[src/rtl/inst_fetch_unit_pkg.sv]
// Shared types and constants for the instruction-fetch unit: bus widths, enable
// levels, FSM state encoding and the prefetch FIFO entry layout.
package inst_fetch_unit_pkg;

    localparam int          InstAddrW      = 32;
    localparam int          InstDataW      = 32;
    localparam logic        RstEnable      = 1'b1;
    localparam logic        ChipEnable     = 1'b1;
    localparam logic        ChipDisable    = 1'b0;
    localparam logic [31:0] ZeroWord       = 32'h0000_0000;
    localparam int          FetchFifoDepth = 2;

    typedef enum logic [1:0] {
        IF_RST   = 2'd0,
        IF_FETCH = 2'd1,
        IF_HOLD  = 2'd2
    } if_state_e;

    typedef struct packed {
        logic                 adel;
        logic [InstAddrW-1:0] pc;
        logic [InstDataW-1:0] inst;
    } fetch_entry_t;

endpackage

[src/rtl/inst_fetch_unit_fetch_fifo.sv]
// Prefetch FIFO between ROM fetch and ID. A clear with keep_head set retains the
// word pushed in the same cycle (the branch delay slot fetched into an empty FIFO).
module inst_fetch_unit_fetch_fifo
    import inst_fetch_unit_pkg::*;
#(
    parameter int DEPTH = FetchFifoDepth
) (
    input  logic         clk,
    input  logic         rst,
    input  logic         push,
    input  logic         pop,
    input  logic         clear,
    input  logic         keep_head,
    input  fetch_entry_t push_data,
    output logic         full,
    output logic         afull,
    output logic         empty,
    output fetch_entry_t head
);

    localparam int PW = $clog2(DEPTH);
    localparam int CW = PW + 1;

    fetch_entry_t  r_mem [DEPTH];
    logic [PW-1:0] r_rd;
    logic [PW-1:0] r_wr;
    logic [CW-1:0] r_cnt;
    logic          w_do_push;
    logic          w_do_pop;

    assign full      = (r_cnt == CW'(DEPTH));
    assign afull     = (r_cnt == CW'(DEPTH - 1));
    assign empty     = (r_cnt == '0);
    assign w_do_pop  = pop && !empty;
    assign w_do_push = push && (!full || w_do_pop);
    assign head      = r_mem[r_rd];

    always_ff @(posedge clk) begin
        if (rst == RstEnable) begin
            r_rd  <= '0;
            r_wr  <= '0;
            r_cnt <= '0;
            for (int i = 0; i < DEPTH; i++) r_mem[i] <= '0;
        end else if (clear) begin
            r_rd <= '0;
            if (keep_head && w_do_push) begin
                r_mem[0] <= push_data;
                r_wr     <= PW'(1);
                r_cnt    <= CW'(1);
            end else begin
                r_wr  <= '0;
                r_cnt <= '0;
            end
        end else begin
            if (w_do_push) begin
                r_mem[r_wr] <= push_data;
                r_wr        <= r_wr + 1'b1;
            end
            if (w_do_pop) r_rd <= r_rd + 1'b1;
            r_cnt <= r_cnt + CW'(w_do_push) - CW'(w_do_pop);
        end
    end

endmodule

[src/rtl/inst_fetch_unit.sv]
// Instruction fetch: owns the PC, drives the combinational ROM and feeds IF/ID
// through a small prefetch FIFO. Optional misaligned-fetch trap: FETCH_ADDR_CHECK_EN.
module inst_fetch_unit
    import inst_fetch_unit_pkg::*;
#(
    parameter logic [31:0] RESET_PC   = 32'h0000_0000,
    parameter int          FIFO_DEPTH = FetchFifoDepth
) (
    input  logic                 clk,
    input  logic                 rst,
    input  logic                 stall_i,
    input  logic                 flush_i,
    input  logic [InstAddrW-1:0] new_pc_i,
    input  logic                 branch_flag_i,
    input  logic [InstAddrW-1:0] branch_target_i,
    output logic                 rom_ce_o,
    output logic [InstAddrW-1:0] rom_addr_o,
    input  logic [InstDataW-1:0] rom_inst_i,
    output logic                 if_valid_o,
    output logic [InstAddrW-1:0] if_pc_o,
    output logic [InstDataW-1:0] if_inst_o,
    output logic                 if_adel_o
);

    if_state_e            r_state;
    if_state_e            w_next_state;
    logic [InstAddrW-1:0] r_fetch_pc;
    logic                 r_stop;
    logic                 w_fetching;
    logic                 w_misalign;
    logic                 w_pop;
    logic                 w_branch;
    logic                 w_push;
    logic                 w_clear;
    logic                 w_full;
    logic                 w_afull;
    logic                 w_empty;
    logic                 w_will_full;
    fetch_entry_t         w_push_data;
    fetch_entry_t         w_head;

`ifdef FETCH_ADDR_CHECK_EN
    assign w_misalign = (r_fetch_pc[1:0] != 2'b00);
`else
    assign w_misalign = 1'b0;
`endif

    assign w_fetching = (r_state == IF_FETCH);
    assign w_pop      = !w_empty && !stall_i;
    assign w_branch   = branch_flag_i && !stall_i && !flush_i;
    // On a branch only an empty FIFO takes this cycle's word: it is the delay slot.
    assign w_push     = w_fetching && !flush_i && (!w_branch || w_empty);
    assign w_clear    = flush_i || w_branch;
    assign w_will_full = (w_afull && w_push && !w_pop) || (w_full && !(w_pop && !w_push));

    always_comb begin
        w_push_data.adel = w_misalign;
        w_push_data.pc   = r_fetch_pc;
        w_push_data.inst = w_misalign ? ZeroWord : rom_inst_i;
    end

    inst_fetch_unit_fetch_fifo #(.DEPTH(FIFO_DEPTH)) u_fetch_fifo (
        .clk       (clk),
        .rst       (rst),
        .push      (w_push),
        .pop       (w_pop),
        .clear     (w_clear),
        .keep_head (w_branch),
        .push_data (w_push_data),
        .full      (w_full),
        .afull     (w_afull),
        .empty     (w_empty),
        .head      (w_head)
    );

    always_ff @(posedge clk) begin
        if (rst == RstEnable) r_state <= IF_RST;
        else                  r_state <= w_next_state;
    end

    always_comb begin
        w_next_state = r_state;
        if (flush_i || w_branch) begin
            w_next_state = IF_FETCH;
        end else begin
            case (r_state)
                IF_RST:   w_next_state = IF_FETCH;
                IF_FETCH: if (w_will_full || w_misalign) w_next_state = IF_HOLD;
                IF_HOLD:  if (w_pop && !r_stop) w_next_state = IF_FETCH;
                default:  w_next_state = IF_RST;
            endcase
        end
    end

    always_comb begin
        rom_ce_o   = ChipDisable;
        rom_addr_o = ZeroWord;
        if (w_fetching && !w_misalign) begin
            rom_ce_o   = ChipEnable;
            rom_addr_o = r_fetch_pc;
        end
    end

    // A trapped fetch leaves the PC in place and parks until a redirect.
    always_ff @(posedge clk) begin
        if (rst == RstEnable) begin
            r_fetch_pc <= RESET_PC;
            r_stop     <= 1'b0;
        end else if (flush_i) begin
            r_fetch_pc <= new_pc_i;
            r_stop     <= 1'b0;
        end else if (w_branch) begin
            r_fetch_pc <= branch_target_i;
            r_stop     <= 1'b0;
        end else if (w_push) begin
            if (w_misalign) r_stop     <= 1'b1;
            else            r_fetch_pc <= r_fetch_pc + 32'd4;
        end
    end

    assign if_valid_o = !w_empty;
    assign if_pc_o    = if_valid_o ? w_head.pc   : ZeroWord;
    assign if_inst_o  = if_valid_o ? w_head.inst : ZeroWord;

`ifdef FETCH_ADDR_CHECK_EN
    assign if_adel_o = if_valid_o && w_head.adel;
`else
    logic w_unused_adel;
    assign w_unused_adel = w_head.adel;
    assign if_adel_o     = 1'b0;
`endif

endmodule

[config.mk]
export PLATFORM = sky130hd
export DESIGN_NAME = inst_fetch_unit
export DESIGN_NICKNAME = d
export VERILOG_FILES = /design/src/rtl/inst_fetch_unit_pkg.sv /design/src/rtl/inst_fetch_unit_fetch_fifo.sv /design/src/rtl/inst_fetch_unit.sv
export SDC_FILE = /design/constraint.sdc
export NUM_CORES = 1
export LEC_CHECK = 0
export ABC_AREA = 1
export BUFFER_PORTS_ARGS = -buffer_cell sky130_fd_sc_hd__buf_2
export CAP_MARGIN = 20
export CORE_MARGIN = 2
export CORE_UTILIZATION = 25
export CTS_CLUSTER_DIAMETER = 150
export DETAILED_ROUTE_END_ITERATION = 10
export GPL_TIMING_DRIVEN = 1
export PLACE_DENSITY = 0.39
export SLEW_MARGIN = 40
export SYNTH_ARGS = -nofsm -noshare
export SYNTH_HDL_FRONTEND = slang
export SYNTH_SLANG_ARGS = --single-unit
[constraint.sdc]
create_clock -name clk -period 7.2 [get_ports clk]
set_input_delay 1.08 -clock clk [delete_from_list [all_inputs] [get_ports clk]]
set_output_delay 1.08 -clock clk [all_outputs]
set_load 0.01 [all_outputs]
==> summary.txt <==
Status
  – Status: finished, final reports clean

Synthesis
  – Share of synthesized cell area in and, or, nand and nor gates: 25.6%
  – Portion of netlist area occupied by mux cells: 0%
  – Count of flip-flops with a built-in enable after synthesis: 128
  – Leading cell types by total area after synthesis: sky130_fd_sc_hd__edfxtp_1 45%, sky130_fd_sc_hd__nand2_1 12%, sky130_fd_sc_hd__dfxtp_1 9.2%
  – Mapped Nets: between 1,000 and 1,500
  – Fraction of registers with async set or reset after synthesis: 0%
  – Cell area after technology mapping: 8490 um2
  – Adder-cell share of the synthesized area: 0.442%
  – Count of state elements after synthesis: 167
  – Share of the synthesized netlist area taken by xor and xnor gates: 0.206%
  – Most frequent cells after synthesis: 280 x sky130_fd_sc_hd__nand2_1, 157 x sky130_fd_sc_hd__nor2_1, 128 x sky130_fd_sc_hd__edfxtp_1
  – YS warnings: 0
  – Combinational family with the most area after synthesis: simple AND/OR/NAND/NOR gates
  – Share of Yosys cell area claimed by the top area cell type: 45.3%
  – Distinct cell type count after synthesis: 32
  – Most used flip-flop cell after synthesis: sky130_fd_sc_hd__edfxtp_1
  – Share of the synthesized area in compound gates (AO/OA/AOI/OAI): a little under an eighth
  – Register area share after synthesis: 54.5%
  – Cell taking the most area after synthesis: sky130_fd_sc_hd__edfxtp_1
  – Number of standard cells after synthesis: roughly 1,000
  – Library cell with the highest instance count after synthesis: sky130_fd_sc_hd__nand2_1
  – Syn_area_per_cell: 8.24 um2

Route
  – Final wirelength: 26,600 um
  – Number of vias per cell after detailed routing: 4.35
  – Wire length per cell: around 16 um
  – Antenna-violating nets left: 0
  – Starting DRT DRC Count: 457
  – Number of vias in the routed layout: about 7,200
  – Total iterations of the first detailed-routing run: 5
  – DRC violations left: 0

Global route
  – Number of antenna violations at the first check in global routing: 0
  – Remaining global-route overflow: 0
  – First-pass GRT wire length: 41,400 um
  – Largest net degree at the start of global routing: 66
  – Vias in the first global route: 7,100
  – Total track usage: 15.2%

Setup path
  – Type of the setup path with the least slack: register to output pin
  – Crit path max fanout: 36
  – Data arrival time of the critical path: 2380 ps
  – Crit path largest cell delay: around 520 ps
  – Kind of launch point of the worst setup path: register
  – Kind of cell adding the most delay to the critical path: buffers and inverters
  – Cell with the largest stage delay on the worst path: sky130_fd_sc_hd__buf_4
  – WP buf/inv: 3
  – CP Data Required Time: slightly above 6000 ps
  – Kind of end point of the critical path: output pin
  – Worst path cell trace: inv_2, buf_4, nand2_1, a21oi_1, buf_2

STA
  – Setup violation total in the final timing report: 0
  – RSZ-0062 raised after global routing: no
  – Final Skew: 20.1 ps
  – Worst-case setup margin in the final layout: 3740 ps
  – Post-Route Setup TNS: 0 ps
  – Final Max Slew Viols: 0
  – Minimum clock period after layout: between 3000 and 4000 ps
  – Worst slew pin tran: slightly above 800 ps
  – Hold violation total from the final report: 0
  – Relative slew slack: 46.2%
  – FMAX: 0.289 GHz
  – Part of the cycle the worst path needs: 48.0%

Floorplan
  – Overall die width: 188 um
  – Area enclosed by the die boundary: approximately 35,000 um2
  – Standard cell core area: about 33,000 um2
  – Height of the chip: 188 um
  – Effective utilization at floorplan: about a quarter
  – Standard-cell row count: 67
  – Number of primary I/O pins: 200

CTS
  – Number of instances resized during post-cts repair: 0
  – Clock root buffer master: sky130_fd_sc_hd__clkbuf_16
  – Number of buffers on the longest clock path: 2
  – Later-pin clock latency in the skew report: 430 ps
  – Inserted Clock Buffers: 17
  – Clock sink total: 167
  – CTS Hold Buffers Added: 0
  – Number of H-tree levels: 4
  – Total setup buffers inserted after CTS: 0
  – Clock slew at the register clock pins of the worst setup and hold paths: 80 ps
  – TritonCTS clock tree: built

Finish
  – Syn-to-layout area delta: 23.0%
  – Final standard cell count with taps included and fillers excluded: around 1,700
  – Final core area utilization: between 30% and 40%
  – Proportion of layout cells with a drive suffix above 1: 25.2%
  – Antenna diode count: 0
  – Final net count: 1,304

Placement
  – Setup slack after placement: 3320 ps
  – Number of I/O port buffers: 198
  – Last weighted congestion value of the routability-driven placer: 0.821
  – DPL Wire Length: 17,700 um
  – Inst Count DP: approximately 1,600

Job
  – Max cap viols: 0

Worst hold path
  – Path type of the worst min-delay path: register to register

Power and ir drop
  – Final Power: 2.27 mW
  – Static Leak: 4.35 nW
  – Power density of the placed cells: approximately 220 nW/um2
  – Peak ir drop on the vdd network: 0.150 mV
-- cells by family after synthesis --
kind of cell / count (synthesis)
other: 1
flip-flops: 167
adder cells (fa/ha/maj): 3
XOR/XNOR: 2
AND/OR/NAND/NOR: 528
AO/OA/AOI/OAI: 184
buffers and inverters: 145
-- metrics by stage --
step	hold WS [ps]	cell area [um2]
after floorplan	461	8490
after global placement	470	9850
after detailed placement	476	9870
after CTS	488	10400
after global routing	518	10400
final	490	10400
-- layout make-up --
class                   instances  area [um2]
flip-flops and latches        167        4630
inverters                      89         334
multi-input cells             718        3290
repair buffers                207        1060
well taps                     448         561
fillers                      3594       23000
clock inverters                13         145
clock buffers                  18         429
-- cell usage in the layout, fill, tap and decap left out, types with 4 or more instances in the layout --
cell	synthesis	routed
sky130_fd_sc_hd__inv_6	0	5
sky130_fd_sc_hd__buf_2	5	198
sky130_fd_sc_hd__nor2_2	52	52
sky130_fd_sc_hd__o211ai_1	4	4
sky130_fd_sc_hd__a22oi_1	13	13
sky130_fd_sc_hd__nand2_1	280	278
sky130_fd_sc_hd__o21ai_0	43	43
sky130_fd_sc_hd__nor2_1	157	156
sky130_fd_sc_hd__inv_1	82	81
sky130_fd_sc_hd__a21oi_1	117	117
sky130_fd_sc_hd__dfxtp_1	39	38
sky130_fd_sc_hd__inv_2	7	8
sky130_fd_sc_hd__clkinvlp_4	0	5
sky130_fd_sc_hd__clkbuf_16	0	17
sky130_fd_sc_hd__nand3_1	31	30
sky130_fd_sc_hd__edfxtp_1	128	128
sky130_fd_sc_hd__buf_4	1	9
-- worst min-delay path, stage by stage, from the launching register on --
cell and delay, ps:
sky130_fd_sc_hd__dfxtp_1 310, sky130_fd_sc_hd__nand2_1 70, sky130_fd_sc_hd__a21oi_1 60
-- final timing paths --
path / start / to / slack (ps) / cells after the start
max: register / if_pc_o[14] / 3740 / 5
min: u_fetch_fifo.r_rd / u_fetch_fifo.r_rd / 490 / 2
min reg2reg: u_fetch_fifo.r_rd / u_fetch_fifo.r_rd / 490 / 2
max reg2reg: u_fetch_fifo.r_cnt[1] / u_fetch_fifo.r_mem[1][49] / 4510 / 8
-- report_power, final --
part | internal [mW] | switching [mW]
Combinational | 0.0743 | 0.161
Clock | 0.514 | 0.407
Sequential | 1.08 | 0.0268
Total | 1.67 | 0.595
-- metal layers --
layer	vias up	GRT usage, %	wire, um
met2	174	25.3	12600
li1	3689	-	-
met1	3342	20.5	12800
met4	0	3.94	279
met3	13	2.44	995
met5	-	0	0
-- flip-flops by register name (all words and copies together) (netlist names), named ones only --
| name | cells |
|---|---|
| r_state | 2 |
| u_fetch_fifo.r_rd | 1 |
| u_fetch_fifo.r_wr | 1 |
| u_fetch_fifo.r_mem | 128 |
| r_fetch_pc | 32 |
| u_fetch_fifo.r_cnt | 2 |
Note: power is estimated with default switching activity, not from simulation.
